===== src/rtl/vga_counter_bank.sv =====
// -----------------------------------------------------------------------------
// vga_counter_bank
//
// A bank of NUM_CH counters, each CNT_W bits wide. Three push buttons control
// the bank. inc adds one and dec subtracts one. next selects the channel that
// inc/dec act on when mode_all is low. When mode_all is high, inc/dec act on
// every channel.
//
// The counters are copied to the packed data_raw bus only on frame_tick. The
// VGA text generator therefore never sees a value change part-way through a
// frame.
//
// Each button passes through these stages, in order:
//   1. A 2-flop synchroniser, clocked on every clk.
//   2. Two sample flops, s1 and s2, that load only on the debounce tick. The
//      debounced level is s1 & s2.
//   3. A one-clk press pulse on each rising edge of the debounced level.
//
// The counters and sel update on the clk after the press pulse.
//
// Optional feature (compile-time macro AUTO_REPEAT_EN):
//   inc and dec auto-repeat while held. The first repeat comes REPEAT_DLY
//   sample ticks after the first pulse. Later repeats follow every
//   REPEAT_RATE ticks. next never repeats. Without the macro, no repeat logic
//   is built and REPEAT_* only feed the parameter range checks.
//
// Ports:
//   clk         in   1               system clock
//   reset       in   1               synchronous, active-high reset
//   btn_inc     in   1               raw increment button (async, bouncy)
//   btn_dec     in   1               raw decrement button (async, bouncy)
//   btn_next    in   1               raw select-next-channel button
//   mode_all    in   1               1: inc/dec act on all channels; 0: on sel
//   frame_tick  in   1               one-clk pulse at frame start
//   sel         out  $clog2(NUM_CH)  currently selected channel
//   data_raw    out  NUM_CH*CNT_W    frame-latched counters,
//                                    channel i at [i*CNT_W +: CNT_W]
// -----------------------------------------------------------------------------
module vga_counter_bank #(
  parameter int NUM_CH       = 16,
  parameter int CNT_W        = 16,
  parameter int DEBOUNCE_DIV = 250000,
  parameter int SATURATE     = 0,
  parameter int INIT_INDEX   = 1,
  parameter int REPEAT_DLY   = 200,
  parameter int REPEAT_RATE  = 40
) (
  input  logic                        clk,
  input  logic                        reset,
  input  logic                        btn_inc,
  input  logic                        btn_dec,
  input  logic                        btn_next,
  input  logic                        mode_all,
  input  logic                        frame_tick,
  output logic [$clog2(NUM_CH)-1:0]   sel,
  output logic [NUM_CH*CNT_W-1:0]     data_raw
);

  localparam int SEL_W = $clog2(NUM_CH);
  localparam int DIV_W = (DEBOUNCE_DIV > 1) ? $clog2(DEBOUNCE_DIV) : 1;

  // Bit positions inside the per-button vectors.
  localparam int B_INC  = 0;
  localparam int B_DEC  = 1;
  localparam int B_NEXT = 2;

  // Parameter range checks, evaluated at elaboration.
  if (NUM_CH < 2) begin : g_chk_num_ch
    $error("vga_counter_bank: NUM_CH must be at least 2");
  end
  if (CNT_W < 1) begin : g_chk_cnt_w
    $error("vga_counter_bank: CNT_W must be at least 1");
  end
  if (DEBOUNCE_DIV < 1) begin : g_chk_div
    $error("vga_counter_bank: DEBOUNCE_DIV must be at least 1");
  end
  if (REPEAT_DLY < 1 || REPEAT_RATE < 1) begin : g_chk_repeat
    $error("vga_counter_bank: REPEAT_DLY and REPEAT_RATE must be at least 1");
  end

  // Reset value of channel idx: its own index, or zero.
  function automatic logic [CNT_W-1:0] init_val(input int idx);
    logic [CNT_W-1:0] r;
    r = '0;
    if (INIT_INDEX != 0) begin
      r = CNT_W'(idx);
    end
    return r;
  endfunction

  // One counter step: wraps modulo 2^CNT_W, or clamps at 0 and all-ones.
  function automatic logic [CNT_W-1:0] cnt_step(input logic [CNT_W-1:0] v,
                                                input logic             up);
    logic [CNT_W-1:0] r;
    r = v;
    if (up) begin
      if (!(SATURATE != 0 && v == {CNT_W{1'b1}})) begin
        r = v + 1'b1;
      end
    end else begin
      if (!(SATURATE != 0 && v == '0)) begin
        r = v - 1'b1;
      end
    end
    return r;
  endfunction

  // ---------------------------------------------------------------------------
  // Debounce sample-tick divider
  // ---------------------------------------------------------------------------
  logic [DIV_W-1:0] div_cnt;
  logic             tick;

  assign tick = (div_cnt == DIV_W'(DEBOUNCE_DIV - 1));

  always_ff @(posedge clk) begin
    if (reset) begin
      div_cnt <= '0;
    end else if (tick) begin
      div_cnt <= '0;
    end else begin
      div_cnt <= div_cnt + 1'b1;
    end
  end

  logic [2:0] btn_raw;
  logic [2:0] sync_p0;
  logic [2:0] sync_p1;
  logic [2:0] smp_s1;
  logic [2:0] smp_s2;
  logic [2:0] level;
  logic [2:0] lvl_p2;
  logic [2:0] rep_pulse;
  logic [2:0] press_p3;

  assign btn_raw = {btn_next, btn_dec, btn_inc};
  assign level   = smp_s1 & smp_s2;

  // ---------------------------------------------------------------------------
  // Stage p0/p1: synchroniser; tick-gated sample pair; level edge -> press p3
  // ---------------------------------------------------------------------------
  always_ff @(posedge clk) begin
    if (reset) begin
      sync_p0  <= '0;
      sync_p1  <= '0;
      smp_s1   <= '0;
      smp_s2   <= '0;
      lvl_p2   <= '0;
      press_p3 <= '0;
    end else begin
      sync_p0 <= btn_raw;
      sync_p1 <= sync_p0;
      if (tick) begin
        smp_s1 <= sync_p1;
        smp_s2 <= smp_s1;
      end
      lvl_p2   <= level;
      press_p3 <= (level & ~lvl_p2) | rep_pulse;
    end
  end

`ifdef AUTO_REPEAT_EN
  localparam int REP_MAX = (REPEAT_DLY > REPEAT_RATE) ? REPEAT_DLY : REPEAT_RATE;
  localparam int REP_W   = $clog2(REP_MAX + 1);

  // rep_cnt counts sample ticks seen with the level high since the last
  // pulse. rep_first selects the initial delay or the repeat period.
  logic [REP_W-1:0] rep_cnt [2];
  logic [1:0]       rep_first;
  logic [1:0]       rep_hit;

  always_comb begin
    rep_hit = '0;
    for (int b = 0; b < 2; b++) begin
      if (tick && level[b] &&
          (rep_cnt[b] + REP_W'(1)) ==
            (rep_first[b] ? REP_W'(REPEAT_DLY) : REP_W'(REPEAT_RATE))) begin
        rep_hit[b] = 1'b1;
      end
    end
  end

  always_ff @(posedge clk) begin
    if (reset) begin
      for (int b = 0; b < 2; b++) begin
        rep_cnt[b] <= '0;
      end
      rep_first <= 2'b11;
    end else begin
      for (int b = 0; b < 2; b++) begin
        if (!level[b]) begin
          rep_cnt[b]   <= '0;
          rep_first[b] <= 1'b1;
        end else if (tick) begin
          if (rep_hit[b]) begin
            rep_cnt[b]   <= '0;
            rep_first[b] <= 1'b0;
          end else begin
            rep_cnt[b] <= rep_cnt[b] + 1'b1;
          end
        end
      end
    end
  end

  assign rep_pulse = {1'b0, rep_hit};
`else
  assign rep_pulse = '0;
`endif

  // Opposing inc and dec pulses in the same clk cancel out.
  logic do_inc;
  logic do_dec;

  assign do_inc = press_p3[B_INC] & ~press_p3[B_DEC];
  assign do_dec = press_p3[B_DEC] & ~press_p3[B_INC];

  // ---------------------------------------------------------------------------
  // Stage p4: live counters and channel selector
  // ---------------------------------------------------------------------------
  logic [CNT_W-1:0] live [NUM_CH];

  always_ff @(posedge clk) begin
    if (reset) begin
      for (int i = 0; i < NUM_CH; i++) begin
        live[i] <= init_val(i);
      end
    end else if (do_inc || do_dec) begin
      for (int i = 0; i < NUM_CH; i++) begin
        if (mode_all || sel == SEL_W'(i)) begin
          live[i] <= cnt_step(live[i], do_inc);
        end
      end
    end
  end

  // The counter block above sees the old sel in the same clk, so a press of
  // next together with inc/dec acts on the previous channel first.
  always_ff @(posedge clk) begin
    if (reset) begin
      sel <= '0;
    end else if (press_p3[B_NEXT]) begin
      if (sel == SEL_W'(NUM_CH - 1)) begin
        sel <= '0;
      end else begin
        sel <= sel + 1'b1;
      end
    end
  end

  // ---------------------------------------------------------------------------
  // Stage p5: frame-synchronous output latch
  // ---------------------------------------------------------------------------
  // When frame_tick and a counter update fall in the same clk, data_raw takes
  // the pre-update values.
  always_ff @(posedge clk) begin
    if (reset) begin
      for (int i = 0; i < NUM_CH; i++) begin
        data_raw[i*CNT_W +: CNT_W] <= init_val(i);
      end
    end else if (frame_tick) begin
      for (int i = 0; i < NUM_CH; i++) begin
        data_raw[i*CNT_W +: CNT_W] <= live[i];
      end
    end
  end

endmodule

===== config.mk =====
export PLATFORM = sky130hd
export DESIGN_NAME = vga_counter_bank
export DESIGN_NICKNAME = d
export VERILOG_FILES = /design/src/rtl/vga_counter_bank.sv
export SDC_FILE = /design/constraint.sdc
export NUM_CORES = 1
export LEC_CHECK = 0
export ABC_AREA = 1
export CAP_MARGIN = 10
export CORE_MARGIN = 1.5
export CORE_UTILIZATION = 30
export DETAILED_ROUTE_END_ITERATION = 8
export SETUP_SLACK_MARGIN = 0.5
export SLEW_MARGIN = 20
export SYNTH_ARGS = -nofsm -noshare
export SYNTH_HDL_FRONTEND = slang
export SYNTH_SLANG_ARGS = --single-unit

===== constraint.sdc =====
create_clock -name clk -period 7.9 [get_ports clk]
set_clock_uncertainty 0.2 [all_clocks]
set_input_delay 0.79 -clock clk [delete_from_list [all_inputs] [get_ports clk]]
set_output_delay 0.79 -clock clk [all_outputs]
set_load 0.02 [all_outputs]

==> flow_metrics.py <==
metrics = {
    "outcome": {
        "run_status": "finished, violations left",
        "failed_checks": "max-slew violations",
    },
    "die": {
        "die_height_um": 339,
        "fp.coreArea_um2": 112000,
        "floorplan.initialDensity_pct": 30.2,
        "number_of_placement_rows": 123,
        "ios": 267,
        "floorplan.die_area_um2": 115000,
        "die_x_um": 339,
    },
    "place": {
        "post_dp_cell_area_um2": 38000,
        "io_buffers": 266,
        "pre_cts_ws_ns": 4.01,
        "dpl.hpwl_um": 66000,
        "place_inst": 6404,
        "final_weighted_congestion_in_routability_driven_placement": 0.880,
    },
    "timing": {
        "final.period_utilization_pct": 45.7,
        "grt_setup_unrepaired": "false",
        "report.final.slew_viol_count": 62,
        "finalSetupViolations": 0,
        "fin_ws_ns": 4.29,
        "tns_ns": 0,
        "max_freq_ghz": 0.277,
        "worst_slew_pin_slew_ns": 1.54,
        "finalWorstPathRequiredPeriod_ns": 3.61,
        "timing.slew.headroom_pct": -2.46,
        "timing_hold_violations_final": 0,
    },
    "setup_path": {
        "timing.critical_path.required_ns": 7.84,
        "worst_ep_arrival_time_ns": 3.55,
        "worst-r2r-cell-count": 10,
        "worst-path-max-fanout": 222,
        "worstSetupStartpointType": "input pin",
        "endpoint_kind": "flip-flop",
        "setup.worst_path.class": "in -> reg",
    },
    "logic_synthesis": {
        "main_combinational_cell_family_by_area_after_synthesis": "simple AND/OR/NAND/NOR gates",
        "syn_nets": 5014,
        "synth_sequential_area_ratio_pct": 40.1,
        "synth-compound-area-share_pct": 10.3,
        "post_synth.cell_area_avg_um2": 7.15,
        "synth_largest_area_cell": "edfxtp_1",
        "synthSimpleGateAreaFrac_pct": 29.5,
        "synth_fa_ha_area_share_pct": 10.1,
        "count_of_cell_types_in_the_netlist": 42,
        "synthesis.area_um2": 33900,
        "synthesis.instances": 4744,
        "synth_xor_xnor_area_share_pct": 0.827,
        "synth_top_cells_by_area": "edfxtp_1 (23%), dfxtp_1 (17%), nand2_1 (15%)",
        "synth_largest_type_area_fraction_pct": 22.7,
        "synth.yosys.warnings": 0,
        "synth.ff_latch_count": 552,
        "synth_mux_area_share_pct": 0,
    },
    "route": {
        "post-route-drc-count": 0,
        "postRouteWirelength_um": 93400,
        "routedWlPerCell_um": 14.3,
        "first_pass_iters": 6,
        "drt_iter0_markers": 1762,
        "routed_via_density": 4.59,
        "route.vias.total": 30015,
        "postRouteAntennaNets": 0,
    },
    "hold_path": {
        "hold_class": "reg -> reg",
        "worstHoldPathCells": 1,
    },
    "grt": {
        "grt_remaining_overflow": 0,
        "grt_antenna_before_repair": 2,
        "grt_start_max_net_pins": 223,
        "grt_pass1_wl_um": 151000,
        "groute.usage.overall_pct": 16.0,
        "first_global_vias": 29110,
    },
    "clock_network": {
        "cts_hold_buf": 0,
        "clk_transition_reported_paths_ns": 0.06,
        "cts-root-to-sink-buffers": 3,
        "htree_levels": 3,
        "cts-buffers-inserted": 70,
        "postCtsSetupBuffers": 0,
        "cts_root_buffer": "clkbuf_16",
        "cts_repair_resize_count": 0,
        "worst_skew_pair.late_latency_ns": 0.64,
        "cts_tree": "done",
        "cts_num_sinks": 552,
    },
    "finish": {
        "final_net_count": 5246,
        "final_layout_size_suffix_gt1_share_pct": 4.43,
        "finalNonFillerCells": 6535,
        "fillerInstances": 11895,
        "syn2layout_area_growth_pct": 18.9,
        "layout.cell_area.non_filler_um2": 40300,
        "ff_latch_area_um2": 13600,
        "multi_input_comb_area_um2": 17200,
    },
    "pwr": {
        "cellPowerDensity_nw_per_um2": 192,
        "power.static_leakage_nw": 19.1,
        "vdd.ir_drop.worst_v": 0.000118,
    },
    "run": {
        "drv_cap": 0,
    },
}
==> path summary, 6_finish.rpt <==
| path | from | to | slack, ns |
|---|---|---|---|
| setup reg to reg | press_p3[1]$_SDFF_PP0_ | live[0][52]$_SDFFCE_PN0P_ | 4.33 |
| setup / recovery | reset | live[0][6]$_SDFFCE_PN0P_ | 4.29 |
| hold / removal | lvl_p2[0]$_SDFF_PP0_ | press_p3[0]$_SDFF_PP0_ | 0.19 |
| hold reg to reg | lvl_p2[0]$_SDFF_PP0_ | press_p3[0]$_SDFF_PP0_ | 0.19 |
==> cell families (layout without fill, tap and decap cells) <==
family                   count (synthesis)  count (layout)
AND/OR/NAND/NOR                       2450            2450
buffers and inverters                  792            1082
adder cells (fa/ha/maj)                263             263
other                                    0               1
XOR/XNOR                                32              32
AO/OA/AOI/OAI                          655             655
flip-flops                             552             552
==> layout make-up <==
class	count	share of cell area (%)
multi-input combinational	3400	42.7
sequential	552	33.8
timing repair buffer	276	6.86
inverter	676	6.35
clock buffer	107	5.24
tap	1500	4.66
clock inverter	23	0.444
antenna	1	0.00621
==> placed cells by master, fill, tap and decap left out, types with 220 or more instances in the layout <==
master / instances
a21oi_1: 308
clkdlybuf4s50_1: 264
dfxtp_1: 296
edfxtp_1: 256
ha_1: 246
inv_1: 667
nand2_1: 1312
nand3_1: 220
nor2_1: 713
o21ai_0: 275
==> where the power goes <==
part	internal, mW	switching [mW]	total [mW]
logic	0.465	0.794	1.26
clock network	1.86	1.34	3.20
registers	3.17	0.115	3.28
total	5.50	2.24	7.74
==> cell usage after synthesis (all sizes together) <==
cell / number
edfxtp: 256
or2: 40
and2: 30
a21o: 3
clkbuf: 52
nand4: 36
fa: 16
nand3: 227
xor2: 30
xnor2: 2
o211ai: 16
nand3b: 17
dfxtp: 296
or3b: 1
nand2: 1316
buf: 64
inv: 676
o21bai: 6
nor4: 3
a211oi: 4
nor3b: 6
nor2: 719
o21ai: 285
nor3: 55
o21a: 2
a21oi: 339
ha: 247
==> per-stage QoR <==
step           utilization (%)  hold slack, ns  power (mW)
2_1_floorplan                -           0.173        4.17
3_3_place_gp              33.8           0.187        4.59
3_5_place_dp              33.8           0.194        4.60
4_1_cts                   35.9           0.202        7.85
5_1_grt                   35.9           0.213        8.14
6_report                  35.9           0.194        7.74
==> worst max-delay path: stages <==
cell and delay [ns]:
buf_2 0.10, buf_4 0.28, inv_8 0.41, buf_12 0.38, nand2_1 0.88
==> sequential cells by signal (all words and copies together), names as in the netlist <==
name	cells
sync_p0	3
smp_s1	3
live	256
press_p3	3
lvl_p2	3
sel	4
smp_s2	3
data_raw	256
sync_p1	3
div_cnt	18
==> layer usage <==
layer / vias to the layer above / share of wire (%) / track usage, %
met3: 137 / 4.6 / 2.93
met1: 13684 / 47 / 21.0
met2: 498 / 45 / 26.3
met4: 2 / 3.0 / 5.90
li1: 15694 / - / -
met5: - / 0.0096 / 0
No activity file was read; power rests on OpenSTA's default activity.
